## src/rtl/core_run_if.sv

```systemverilog
// Run-control bundle between the core sequencer (master) and whoever starts runs and
// supplies core state (slave): start/pc/a0/exp_a0 in, reset/status/result out.
interface core_run_if #(
  parameter int CNT_W = 16
);
  logic             start;
  logic [31:0]      pc;
  logic [31:0]      a0;
  logic [31:0]      exp_a0;
  logic             core_reset;
  logic             busy;
  logic             done;
  logic             pass;
  logic             fail;
  logic             timeout;
  logic [31:0]      result;
  logic [CNT_W-1:0] cycle_count;

  modport master (
    input  start, pc, a0, exp_a0,
    output core_reset, busy, done, pass, fail, timeout, result, cycle_count
  );

  modport slave (
    output start, pc, a0, exp_a0,
    input  core_reset, busy, done, pass, fail, timeout, result, cycle_count
  );
endinterface

```

## src/rtl/core_run_ctrl.sv

```systemverilog
// Core run sequencer: holds core in reset, releases on start, ends on PC hit or timeout; start ignored while busy.
// core_reset low RESET_CYCLES edges after start edge; done on the hit/limit edge. RUN_SIGCHECK_EN adds a0 check to pass.
module core_run_ctrl #(
  parameter logic [31:0] FIN_ADDR       = 32'h000000bc,
  parameter int          TIMEOUT_CYCLES = 50000,
  parameter int          RESET_CYCLES   = 2,
  parameter int          CNT_W          = 16
) (
  input  logic     clk,
  input  logic     reset,
  core_run_if.master bus
);
  localparam int HW = (RESET_CYCLES > 1) ? $clog2(RESET_CYCLES) : 1;
  localparam logic [HW-1:0]    HOLD_LAST = HW'(RESET_CYCLES - 1);
  localparam logic [CNT_W-1:0] CNT_LIM   = CNT_W'(TIMEOUT_CYCLES);

  typedef enum logic [1:0] {IDLE, HOLD, RUN, DONE} state_t;

  state_t           state_q, state_n;
  logic             core_reset_q, core_reset_n;
  logic             busy_q, busy_n;
  logic             done_q, done_n;
  logic             pass_q, pass_n;
  logic             fail_q, fail_n;
  logic             timeout_q, timeout_n;
  logic [31:0]      result_q, result_n;
  logic [CNT_W-1:0] cnt_q, cnt_n, cnt_inc;
  logic [HW-1:0]    hold_q, hold_n;
  logic             sig_ok;

`ifdef RUN_SIGCHECK_EN
  assign sig_ok = (bus.a0 == bus.exp_a0);
`else
  logic unused_exp_a0;
  assign unused_exp_a0 = ^bus.exp_a0;
  assign sig_ok        = 1'b1;
`endif

  assign cnt_inc = cnt_q + 1'b1;

  always_comb begin
    state_n      = state_q;
    core_reset_n = core_reset_q;
    busy_n       = busy_q;
    done_n       = done_q;
    pass_n       = pass_q;
    fail_n       = fail_q;
    timeout_n    = timeout_q;
    result_n     = result_q;
    cnt_n        = cnt_q;
    hold_n       = hold_q;
    case (state_q)
      IDLE, DONE: begin
        core_reset_n = 1'b1;
        busy_n       = 1'b0;
        if (bus.start) begin
          state_n   = HOLD;
          busy_n    = 1'b1;
          done_n    = 1'b0;
          pass_n    = 1'b0;
          fail_n    = 1'b0;
          timeout_n = 1'b0;
          result_n  = '0;
          cnt_n     = '0;
          hold_n    = '0;
        end
      end
      HOLD: begin
        core_reset_n = 1'b1;
        busy_n       = 1'b1;
        if (hold_q == HOLD_LAST) begin
          state_n      = RUN;
          core_reset_n = 1'b0;
        end else begin
          hold_n = hold_q + 1'b1;
        end
      end
      RUN: begin
        core_reset_n = 1'b0;
        busy_n       = 1'b1;
        // A hit takes priority over reaching the limit on the same edge.
        if (bus.pc == FIN_ADDR) begin
          state_n      = DONE;
          core_reset_n = 1'b1;
          busy_n       = 1'b0;
          done_n       = 1'b1;
          result_n     = bus.a0;
          pass_n       = sig_ok;
          fail_n       = ~sig_ok;
        end else if (cnt_inc >= CNT_LIM) begin
          state_n      = DONE;
          core_reset_n = 1'b1;
          busy_n       = 1'b0;
          done_n       = 1'b1;
          timeout_n    = 1'b1;
          pass_n       = 1'b0;
          fail_n       = 1'b1;
          cnt_n        = CNT_LIM;
        end else begin
          cnt_n = cnt_inc;
        end
      end
      default: begin
        state_n      = IDLE;
        core_reset_n = 1'b1;
        busy_n       = 1'b0;
      end
    endcase
  end

  always_ff @(posedge clk or negedge reset) begin
    if (!reset) begin
      state_q      <= IDLE;
      core_reset_q <= 1'b1;
      busy_q       <= 1'b0;
      done_q       <= 1'b0;
      pass_q       <= 1'b0;
      fail_q       <= 1'b0;
      timeout_q    <= 1'b0;
      result_q     <= '0;
      cnt_q        <= '0;
      hold_q       <= '0;
    end else begin
      state_q      <= state_n;
      core_reset_q <= core_reset_n;
      busy_q       <= busy_n;
      done_q       <= done_n;
      pass_q       <= pass_n;
      fail_q       <= fail_n;
      timeout_q    <= timeout_n;
      result_q     <= result_n;
      cnt_q        <= cnt_n;
      hold_q       <= hold_n;
    end
  end

  assign bus.core_reset  = core_reset_q;
  assign bus.busy        = busy_q;
  assign bus.done        = done_q;
  assign bus.pass        = pass_q;
  assign bus.fail        = fail_q;
  assign bus.timeout     = timeout_q;
  assign bus.result      = result_q;
  assign bus.cycle_count = cnt_q;
endmodule

```

## src/flat_wrapper.sv

```systemverilog
// flat-port wrapper written by rule: the top's interface ports become plain ports
module core_run_ctrl_flat 
#(
  parameter logic [31:0] FIN_ADDR       = 32'h000000bc,
  parameter int          TIMEOUT_CYCLES = 50000,
  parameter int          RESET_CYCLES   = 2,
  parameter int          CNT_W          = 16
)
  (clk, reset, bus_start, bus_pc, bus_a0, bus_exp_a0, bus_core_reset, bus_busy, bus_done, bus_pass, bus_fail, bus_timeout, bus_result, bus_cycle_count);
  core_run_if #(.CNT_W(CNT_W)) bus_i ();
  input  logic clk;
  input  logic reset;
  input wire logic [$bits(bus_i.start)-1:0] bus_start;
  input wire logic [$bits(bus_i.pc)-1:0] bus_pc;
  input wire logic [$bits(bus_i.a0)-1:0] bus_a0;
  input wire logic [$bits(bus_i.exp_a0)-1:0] bus_exp_a0;
  output wire logic [$bits(bus_i.core_reset)-1:0] bus_core_reset;
  output wire logic [$bits(bus_i.busy)-1:0] bus_busy;
  output wire logic [$bits(bus_i.done)-1:0] bus_done;
  output wire logic [$bits(bus_i.pass)-1:0] bus_pass;
  output wire logic [$bits(bus_i.fail)-1:0] bus_fail;
  output wire logic [$bits(bus_i.timeout)-1:0] bus_timeout;
  output wire logic [$bits(bus_i.result)-1:0] bus_result;
  output wire logic [$bits(bus_i.cycle_count)-1:0] bus_cycle_count;
  assign bus_i.start = bus_start;
  assign bus_i.pc = bus_pc;
  assign bus_i.a0 = bus_a0;
  assign bus_i.exp_a0 = bus_exp_a0;
  assign bus_core_reset = bus_i.core_reset;
  assign bus_busy = bus_i.busy;
  assign bus_done = bus_i.done;
  assign bus_pass = bus_i.pass;
  assign bus_fail = bus_i.fail;
  assign bus_timeout = bus_i.timeout;
  assign bus_result = bus_i.result;
  assign bus_cycle_count = bus_i.cycle_count;
  core_run_ctrl #(.FIN_ADDR(FIN_ADDR), .TIMEOUT_CYCLES(TIMEOUT_CYCLES), .RESET_CYCLES(RESET_CYCLES), .CNT_W(CNT_W)) u_core (.clk(clk), .reset(reset), .bus(bus_i));
endmodule
```

## config.mk

```make
export PLATFORM = sky130hd
export DESIGN_NAME = core_run_ctrl_flat
export DESIGN_NICKNAME = d
export VERILOG_FILES = /design/src/rtl/core_run_if.sv /design/src/rtl/core_run_ctrl.sv /design/src/flat_wrapper.sv
export SDC_FILE = /design/constraint.sdc
export NUM_CORES = 1
export LEC_CHECK = 0
export CAP_MARGIN = 40
export CORE_MARGIN = 10
export CORE_UTILIZATION = 40
export DETAILED_ROUTE_END_ITERATION = 12
export HOLD_SLACK_MARGIN = 0.05
export PLACE_DENSITY = 0.81
export SYNTH_ARGS = -nofsm -noshare
export SYNTH_HDL_FRONTEND = slang
export SYNTH_SLANG_ARGS = --single-unit
export TNS_END_PERCENT = 5
```

## constraint.sdc

```tcl
create_clock -name clk -period 3.1 [get_ports clk]
set_input_delay 0.93 -clock clk [delete_from_list [all_inputs] [get_ports clk]]
set_output_delay 0.93 -clock clk [all_outputs]
set_load 0.03 [all_outputs]
```

==> run metrics, run 1 <==
run status=complete, no violations; commonest cells after routing, fill and taps aside=sky130_fd_sc_hd__clkdlybuf4s50_1 (119), sky130_fd_sc_hd__nand2_1 (86), sky130_fd_sc_hd__dfrtp_1 (56); Post-synth EDFFs=0; final antenna diode count=0; clock period minus worst slack=2.70 ns; DR vias=2888; starting DRC count in detailed routing=184; number of setup buffers added after CTS=0; setup clock skew after layout=0.0110 ns; fraction of synthesized cell area taken by the top area cell type=0.474; total clock sinks=57; hold buffer count at cts=0; number of CTS-inserted buffers=9; nets in the synthesized netlist=439; number of global-route vias before repair=about 2900; clock slew at reported path FFs=0.07 ns; global-route wire length before repair=between 10000 and 15000 um; chip width=106 um; CTS tree=yes; leading cell types by total area after synthesis=sky130_fd_sc_hd__dfrtp_1 (47%), sky130_fd_sc_hd__nand2_1 (11%), sky130_fd_sc_hd__o21ai_0 (7.5%); unrepaired setup endpoints after global routing=false; Vias/cell=5.13; largest net degree at the start of global routing=65; H-Tree Depth=3; commonest non-fill, non-tap cell in the layout=sky130_fd_sc_hd__clkdlybuf4s50_1; final number of setup-violating endpoints=0; relative slew slack=0.573; most used flip-flop cell after synthesis=sky130_fd_sc_hd__dfrtp_1; layout cell share with drive strength beyond 1=0.0819; critical path launch point type=input pin; standby leakage power=1.99 nW; maximum capacitance violations=0; dpl hpwl=6760 um; number of detailed-routing iterations run before antenna repair=4; worst-case vdd ir drop=~200 uV; biggest area consumer among synthesized cells=sky130_fd_sc_hd__dfrtp_1; Initial Util=0.410; total number of yosys warnings=0; Routed WL=slightly below 9000 um; total negative slack for setup checks=0 ns; average detailed-routed wire length per instance=roughly 16 um; share of synthesized area occupied by flip-flops and latches=0.483; number of cells produced by synthesis=about 340; GR Util All Layers=0.152; Row Count=31; GRT overflow=0; Highest Clock Rate=0.370 GHz; buffers from clock root to sink, at most=2; crit share post-route=0.871; Synth Register Bits=57; Core Footprint=about 0.0072 mm2; area added between synthesis and finish=50.8%; count of fill cells added during filler insertion=~630; count of cell types in the netlist=between 40 and 50; summed instance area of the synthesized netlist=0.00296 mm2; die outline area=between 0.01 and 0.015 mm2; PortBufs=120; Resized cells post-CTS=0; proportion of register bits with asynchronous set or reset after synthesis=1.00; number of nets at the end of the flow=562; number of ports placed on the die boundary=between 150 and 200; category of the critical setup timing path=in2reg; actual slew at the worst max-slew pin=0.641 ns; insertion delay to the later sink of the worst-skew pair=0.34 ns; post-route antenna net violation count=0; max-slew violations=0; element type at the critical path end=flip-flop; largest fanout on the critical path=6; post-route worst hold slack=0.451 ns; placer congestion estimate=approximately 0.88; Post-Syn Area per Cell=between 8 and 9 um2; die outline height=106 um; antenna violations before repair=0; required time of the critical path=3.32 ns; CTS Root Buffer Type=sky130_fd_sc_hd__clkbuf_8; number of design rule violations left after detail routing=0; arrival time of the worst setup path=2.92 ns; PwrDens=roughly 440 mW/mm2; kind of path behind the tightest hold check=in2async; Final Hold Viols=0
## through the flow
step / instances / cell area (um2) / setup WS [ns] / utilization / power, mW
2_1_floorplan: 336 / 2960 / 0.564 / - / 1.13
3_3_place_gp: 547 / 4260 / 0.100 / 0.590 / 1.28
3_5_place_dp: 547 / 4260 / 0.0377 / 0.590 / 1.29
4_1_cts: 563 / 4460 / 0.397 / 0.618 / 1.99
5_1_grt: 563 / 4460 / 0.290 / 0.618 / 2.08
6_report: 563 / 4460 / 0.401 / 0.618 / 1.97
## report_power, final
part	leakage, nW	total [mW]	internal [mW]	switching (mW)
combinational	1.14	0.472	0.219	0.253
clock	0.0953	0.693	0.390	0.303
sequential	0.749	0.806	0.767	0.0389
total	1.99	1.97	1.38	0.595
## registers in the layout (all words and copies together) (netlist names)
| register | cells |
|---|---|
| u_core.bus.result | 32 |
| u_core.bus.cycle_count | 16 |
| u_core.state_q | 2 |
| u_core.bus.busy | 1 |
| u_core.bus.core_reset | 1 |
| u_core.bus.done | 1 |
| u_core.bus.fail | 1 |
| u_core.bus.pass | 1 |
| u_core.bus.timeout | 1 |
| u_core.hold_q | 1 |
## worst max-delay path, stage by stage
cell,delay [ns]
sky130_fd_sc_hd__clkdlybuf4s50_1,0.45
sky130_fd_sc_hd__nor4bb_1,0.29
sky130_fd_sc_hd__nand4_1,0.22
sky130_fd_sc_hd__o211ai_1,0.27
sky130_fd_sc_hd__nor3_1,0.08
sky130_fd_sc_hd__a31oi_2,0.17
sky130_fd_sc_hd__buf_4,0.18
sky130_fd_sc_hd__nor3_1,0.05
sky130_fd_sc_hd__a211o_1,0.27
## path summary, 6_finish.rpt
path | startpoint | end | slack [ns] | cells past startpoint
hold reg to reg | u_core.bus.result[3] | u_core.bus.result[3] | 0.48 | 2
hold / removal | reset | u_core.bus.result[20] | 0.45 | 1
min in group clk | u_core.bus.result[3] | u_core.bus.result[3] | 0.48 | 2
setup reg to reg | u_core.bus.cycle_count[0] | u_core.bus.cycle_count[3] | 0.61 | 9
max in group asynchronous | reset | u_core.bus.core_reset | 1.92 | 2
setup / recovery | bus_pc[2] | u_core.bus.cycle_count[3] | 0.40 | 9
## area by class of cell
| class | instances | area [um2] | area share |
|---|---|---|---|
| multi-input cells | 256 | 1410 | 0.316 |
| well taps | 99 | 124 | 0.0278 |
| clock buffers | 11 | 141 | 0.0317 |
| inverters | 6 | 22.5 | 0.00505 |
| repair buffers | 129 | 1280 | 0.286 |
| clock inverters | 5 | 55.1 | 0.0124 |
| flip-flops and latches | 57 | 1430 | 0.320 |
## logic make-up (layout without fill, tap and decap cells)
| logic type | count (synthesis) | after routing | share of synthesized area |
|---|---|---|---|
| AND/OR/NAND/NOR | 157 | 157 | 0.259 |
| AO/OA/AOI/OAI | 93 | 93 | 0.194 |
| flip-flops | 57 | 57 | 0.483 |
| buffers and inverters | 23 | 151 | 0.0402 |
| adder cells (fa/ha/maj) | 4 | 4 | 0.0169 |
| multiplexers | 2 | 2 | 0.00677 |
## synth_stat cells (all sizes together) (2+ instances only)
master and count:
nand4 5, a31oi 3, mux2i 2, ha 4, nor4bb 2, o21ai 50, nor3 8, and3 4
a21oi 15, nor4 11, dfrtp 56, inv 6, nor2b 4, o211ai 2, nor3b 4, or3 3
nor4b 2, a32o 2, clkbuf 11, nand2 87, buf 6, a22o 3, nand3 6, a21o 6
nand2b 3, nor2 16, o31ai 3
## metal layers
metal,vias to the layer above,global-route usage,part of all wire
li1,1434,-,-
met4,0,0.0629,0.026
met5,-,0,0
met1,1345,0.172,0.41
met3,14,0.0501,0.066
met2,95,0.259,0.50
Power figures use the tool's default switching activity.
==> run 2: changes to the inputs <==
--- a/config.mk
+++ b/config.mk
@@ -7,10 +7,11 @@
 export LEC_CHECK = 0
 export CAP_MARGIN = 40
 export CORE_MARGIN = 10
-export CORE_UTILIZATION = 40
+export CORE_UTILIZATION = 41
+export CTS_BUF_LIST = sky130_fd_sc_hd__clkbuf_2 sky130_fd_sc_hd__clkbuf_4 sky130_fd_sc_hd__clkbuf_8
 export DETAILED_ROUTE_END_ITERATION = 12
 export HOLD_SLACK_MARGIN = 0.05
-export PLACE_DENSITY = 0.81
+export PLACE_DENSITY = 0.83
 export SYNTH_ARGS = -nofsm -noshare
 export SYNTH_HDL_FRONTEND = slang
 export SYNTH_SLANG_ARGS = --single-unit
==> run metrics, run 2 (same netlist as run 1, synthesis figures left out) <==
Vias/cell=5.18 (+1.0%); DR vias=2897 (+0.31%); non-filler cells in the finished layout=559 (-0.71%); number of design rule violations left after detail routing=0 (unchanged); crit share post-route=0.869 (-0.00171); fin worst setup slack=0.406 ns (+0.00529 ns); Highest Clock Rate=0.371 GHz (+0.20%); worst-case vdd ir drop=239 uV (+20%); kind of path behind the tightest hold check=reg2reg; area added between synthesis and finish=50.6% (about the same); run status=complete, no violations; critical path launch point type=input pin; clock slew at reported path FFs=0.07 ns (about the same); buffers from clock root to sink, at most=2 (unchanged); total clock sinks=57 (unchanged); final std cell area, no fill=0.00445 mm2 (about the same); setup clock skew after layout=0.0119 ns (+0.000838 ns); relative slew slack=0.510 (-0.0625); Routed WL=8870 um (+0.97%); number of global-route vias before repair=2844 (-0.42%); Initial Util=0.428 (+0.0183); GR Util All Layers=0.156 (+0.00375); H-Tree Depth=3 (unchanged); element type at the critical path end=flip-flop; PwrDens=448 mW/mm2 (+1.3%); maximum capacitance violations=0 (unchanged); instance count after placement with tap cells included=543 (-0.73%); arrival time of the worst setup path=2.91 ns (about the same); insertion delay to the later sink of the worst-skew pair=0.33 ns (about the same); unrepaired setup endpoints after global routing=false; global-route wire length before repair=14300 um (+0.49%); flip-flop count of the largest register, all copies and words added=32 (unchanged); category of the critical setup timing path=in2reg; CTS Root Buffer Type=sky130_fd_sc_hd__clkbuf_8; layout cell share with drive strength beyond 1=0.0821 (+0.000177); final antenna diode count=0 (unchanged); number of nets at the end of the flow=561 (-0.18%); placer congestion estimate=0.901 (+2.8%); final number of setup-violating endpoints=0 (unchanged); number of CTS-inserted buffers=9 (unchanged); hold buffer count at cts=0 (unchanged); die outline area=0.0110 mm2 (-2.0%); Resized cells post-CTS=0 (unchanged); FF/Latch Area=0.00143 mm2 (unchanged); clock period minus worst slack=2.69 ns (-0.00529 ns); number of ports placed on the die boundary=153 (unchanged); total negative slack for setup checks=0 ns (unchanged); antenna violations before repair=0 (unchanged); Core Footprint=0.00691 mm2 (-4.3%); Setup WS pre-CTS=0.0639 ns (+0.0262 ns); die outline height=105 um (-1.0%); count of fill cells added during filler insertion=616 (-2.1%); GRT overflow=0 (unchanged); chip width=105 um (-1.0%); largest fanout on the critical path=7 (+1); actual slew at the worst max-slew pin=0.735 ns (+0.0937 ns); Final Hold Viols=0 (unchanged); dpl hpwl=6760 um (about the same); PortBufs=120 (unchanged); number of setup buffers added after CTS=0 (unchanged); multi-input combinational cell area=0.00141 mm2 (unchanged); post-route antenna net violation count=0 (unchanged); Row Count=30 (-3.2%); standby leakage power=1.98 nW (-0.26%); Post-DP Area=0.00425 mm2 (-0.26%); required time of the critical path=3.32 ns (about the same); max-slew violations=0 (unchanged); number of detailed-routing iterations run before antenna repair=5 (+1); starting DRC count in detailed routing=232 (+26%); largest net degree at the start of global routing=65 (unchanged); CTS tree=yes; average detailed-routed wire length per instance=15.9 um (+1.7%); commonest non-fill, non-tap cell in the layout=sky130_fd_sc_hd__clkdlybuf4s50_1; commonest cells after routing, fill and taps aside=sky130_fd_sc_hd__clkdlybuf4s50_1 (119), sky130_fd_sc_hd__nand2_1 (86), sky130_fd_sc_hd__dfrtp_1 (56)
run 2: cell types whose count changed in the layout (fill, tap and decap cells not counted), sizes merged:
cell	before	now
buf	10	9
inv	6	7
clkinvlp	2	3
clkbuf	11	10
clkinv	2	1
run 2: final timing paths:
| kind | startpoint | endpoint | slack [ns] | cells after the start |
|---|---|---|---|---|
| setup / recovery | bus_pc[9] | u_core.bus.cycle_count[12] | 0.41 | 9 |
| hold / removal | u_core.bus.result[31] | u_core.bus.result[31] | 0.48 | 2 |
| setup reg to reg | u_core.bus.cycle_count[0] | u_core.bus.cycle_count[12] | 0.57 | 9 |
| hold reg to reg | u_core.bus.result[31] | u_core.bus.result[31] | 0.48 | 2 |
| max in group asynchronous | reset | u_core.bus.fail | 1.86 | 2 |
| min in group asynchronous | reset | u_core.bus.cycle_count[12] | 0.73 | 2 |
run 2: worst max-delay path, stage by stage:
cell and delay [ns]:
sky130_fd_sc_hd__clkdlybuf4s50_1 0.39, sky130_fd_sc_hd__nor4_1 0.33, sky130_fd_sc_hd__nand4_1 0.21, sky130_fd_sc_hd__o211ai_1 0.28
sky130_fd_sc_hd__nor3_1 0.09, sky130_fd_sc_hd__a31oi_2 0.17, sky130_fd_sc_hd__buf_4 0.18, sky130_fd_sc_hd__o21ai_0 0.11
sky130_fd_sc_hd__a21o_1 0.22
run 2: power breakdown:
| group | internal (mW) | leakage, nW | switching, mW |
|---|---|---|---|
| combinational | 0.218 | 1.14 | 0.257 |
| clock | 0.394 | 0.0949 | 0.323 |
| sequential | 0.767 | 0.749 | 0.0379 |
| total | 1.38 | 1.98 | 0.617 |
run 2: layout make-up:
cell class / count / area share
well taps: 96 / 0.0270
flip-flops and latches: 57 / 0.321
inverters: 6 / 0.00506
clock buffers: 10 / 0.0309
multi-input cells: 256 / 0.316
clock inverters: 6 / 0.0149
repair buffers: 128 / 0.285
run 2: metrics by stage:
stage	hold WS, ns	power (mW)	util
3_5_place_dp	0.472	1.29	0.615
4_1_cts	0.488	2.01	0.645
2_1_floorplan	0.489	1.13	-
6_report	0.483	2.00	0.645
3_3_place_gp	0.462	1.28	0.615
5_1_grt	0.506	2.09	0.645
run 2: layer usage:
metal | part of all wire | GRT usage
met1 | 0.41 | 0.178
met2 | 0.52 | 0.270
met3 | 0.069 | 0.0504
met5 | 0 | 0
met4 | 0.0088 | 0.0490
==> run 3: changes to the inputs <==
--- a/config.mk
+++ b/config.mk
@@ -6,6 +6,7 @@
 export NUM_CORES = 1
 export LEC_CHECK = 0
 export CAP_MARGIN = 40
+export CORE_ASPECT_RATIO = 0.8
 export CORE_MARGIN = 10
 export CORE_UTILIZATION = 41
 export CTS_BUF_LIST = sky130_fd_sc_hd__clkbuf_2 sky130_fd_sc_hd__clkbuf_4 sky130_fd_sc_hd__clkbuf_8
==> run metrics, run 3 (same netlist as run 1, synthesis figures left out) <==
run status=complete, no violations; crit share post-route=0.873 (+0.00399); Core Footprint=0.00696 mm2 (+0.76%); Setup WS pre-CTS=0.00760 ns (-0.0563 ns); dpl hpwl=6730 um (-0.42%); clock period minus worst slack=2.71 ns (+0.0124 ns); Resized cells post-CTS=0 (unchanged); insertion delay to the later sink of the worst-skew pair=0.34 ns (about the same); hold buffer count at cts=0 (unchanged); Slowest cell on crit path=sky130_fd_sc_hd__clkdlybuf4s50_1; number of detailed-routing iterations run before antenna repair=4 (-1); fin worst setup slack=0.394 ns (-0.0124 ns); multi-input combinational cell area=0.00141 mm2 (unchanged); Row Count=27 (-10%); CTS tree=yes; element type at the critical path end=flip-flop; count of fill cells added during filler insertion=584 (-5.2%); DR vias=2908 (+0.38%); largest net degree at the start of global routing=65 (unchanged); final antenna diode count=0 (unchanged); average detailed-routed wire length per instance=16.1 um (+1.2%); dominant delay contributor by cell family on the critical path=compound AO/OA/AOI/OAI gates; kind of path behind the tightest hold check=reg2reg; relative slew slack=0.598 (+0.0882); largest fanout on the critical path=8 (+1); layout cell share with drive strength beyond 1=0.0821 (unchanged); GR Util All Layers=0.159 (+0.00306); final standard cell utilization of the core=0.641 (-0.00397); CTS Root Buffer Type=sky130_fd_sc_hd__clkbuf_8; total clock sinks=57 (unchanged); worst reg2reg setup slack=0.58 ns (about the same); PwrDens=457 mW/mm2 (+2.0%); maximum capacitance violations=0 (unchanged); global-route wire length before repair=14100 um (-0.92%); count of cells along the worst register-to-register path=8 (-1); antenna violations before repair=0 (unchanged); critical path launch point type=input pin; arrival time of the worst setup path=2.93 ns (+0.02 ns); number of nets at the end of the flow=562 (+0.18%); actual slew at the worst max-slew pin=0.602 ns (-0.132 ns); Routed WL=8830 um (-0.45%); clock slew at reported path FFs=0.06 ns (about the same); unrepaired setup endpoints after global routing=false; largest stage delay on the critical path=0.40 ns (about the same); post-route antenna net violation count=0 (unchanged); flip-flop count of the largest register, all copies and words added=32 (unchanged); buffers from clock root to sink, at most=2 (unchanged); critical path capture point=u_core.bus.cycle_count[12]; reg-to-reg startpoint=u_core.bus.cycle_count[0]; PortBufs=120 (unchanged); number of global-route vias before repair=2822 (-0.77%); number of ports placed on the die boundary=153 (unchanged); required time of the critical path=3.33 ns (about the same); chip width=115 um (+9.6%); commonest cells after routing, fill and taps aside=sky130_fd_sc_hd__clkdlybuf4s50_1 (119), sky130_fd_sc_hd__nand2_1 (86), sky130_fd_sc_hd__dfrtp_1 (56); Final Hold Viols=0 (unchanged); number of setup buffers added after CTS=0 (unchanged); FF/Latch Area=0.00143 mm2 (unchanged); total negative slack for setup checks=0 ns (unchanged); Vias/cell=5.29 (+2.0%); H-Tree Depth=3 (unchanged); Critical R2R Capture=u_core.state_q[1]; Highest Clock Rate=0.369 GHz (-0.46%); worst-case vdd ir drop=265 uV (+11%); cells along the critical path=clkdlybuf4s50_1 > nor4b_1 > nand4_1 > o211ai_1 > nor3_1 > a31oi_2 > buf_4 > o21ai_0 > a21o_1; number of design rule violations left after detail routing=0 (unchanged); GRT overflow=0 (unchanged); starting DRC count in detailed routing=219 (-5.6%); placer congestion estimate=0.890 (-1.3%); critical path depth=9 (unchanged); crit path from=bus_pc[13]; die outline height=95.9 um (-8.5%); number of CTS-inserted buffers=9 (unchanged); standby leakage power=2.00 nW (+1.1%); final number of setup-violating endpoints=0 (unchanged); Initial Util=0.425 (-0.00323); die outline area=0.0110 mm2 (+0.19%); area added between synthesis and finish=50.8%; commonest non-fill, non-tap cell in the layout=sky130_fd_sc_hd__clkdlybuf4s50_1; post-route worst hold slack=0.476 ns (-0.00687 ns); buffers and inverters on the worst path=2 (unchanged); setup clock skew after layout=0.00660 ns (-0.00526 ns); category of the critical setup timing path=in2reg; max-slew violations=0 (unchanged)
[run 3: cell types whose count changed in the layout (fill, tap and decap cells not counted)]
| cell | change |
|---|---|
| sky130_fd_sc_hd__clkinvlp_4 | -3 |
| sky130_fd_sc_hd__inv_6 | -1 |
| sky130_fd_sc_hd__buf_4 | +1 |
| sky130_fd_sc_hd__clkbuf_8 | +3 |
[run 3: worst reg2reg max path, cell delays in order (launching register included)]
cell	delay, ns
sky130_fd_sc_hd__dfrtp_1	0.46
sky130_fd_sc_hd__ha_1	0.31
sky130_fd_sc_hd__nand3_2	0.23
sky130_fd_sc_hd__o31a_1	0.36
sky130_fd_sc_hd__nor3_1	0.24
sky130_fd_sc_hd__o2bb2ai_2	0.18
sky130_fd_sc_hd__a21oi_4	0.14
sky130_fd_sc_hd__or2_1	0.27
sky130_fd_sc_hd__a22o_1	0.21
[run 3: power breakdown]
| group | switching [mW] | total (mW) | internal, mW |
|---|---|---|---|
| logic | 0.270 | 0.490 | 0.220 |
| registers | 0.0373 | 0.805 | 0.768 |
| clock network | 0.290 | 0.743 | 0.453 |
[run 3: how the worst min path moves through the flow]
| stage | from | to | slack (ns) | cells after the start |
|---|---|---|---|---|
| 3_5_place_dp | u_core.bus.result[19] | u_core.bus.result[19] | 0.47 | 2 |
| 4_1_cts | u_core.bus.result[21] | u_core.bus.result[21] | 0.48 | 2 |
| 5_1_grt | u_core.bus.result[27] | u_core.bus.result[27] | 0.50 | 2 |
| 3_3_place_gp | u_core.bus.result[29] | u_core.bus.result[29] | 0.46 | 2 |
| 6_report | u_core.bus.result[21] | u_core.bus.result[21] | 0.48 | 2 |
| 2_1_floorplan | u_core.hold_q | u_core.hold_q | 0.49 | 2 |
[run 3: final cells by class]
type	count	area share
Clock inverter	2	0.00786
Multi-Input combinational cell	256	0.316
Clock buffer	13	0.0401
Tap cell	87	0.0244
Timing Repair Buffer	129	0.286
Sequential cell	57	0.320
Inverter	6	0.00505
[run 3: per-stage QoR]
| stage | area, um2 | power (mW) | std cells |
|---|---|---|---|
| 2_1_floorplan | 2960 | 1.13 | 336 |
| 3_3_place_gp | 4240 | 1.29 | 535 |
| 3_5_place_dp | 4240 | 1.30 | 535 |
| 4_1_cts | 4460 | 2.05 | 550 |
| 5_1_grt | 4460 | 2.13 | 550 |
| 6_report | 4460 | 2.04 | 550 |
[run 3: metal layers]
| layer | share of wire | global-route usage |
|---|---|---|
| met1 | 0.41 | 0.184 |
| met2 | 0.50 | 0.268 |
| met3 | 0.074 | 0.0566 |
| met4 | 0.012 | 0.0556 |
| met5 | 0 | 0 |
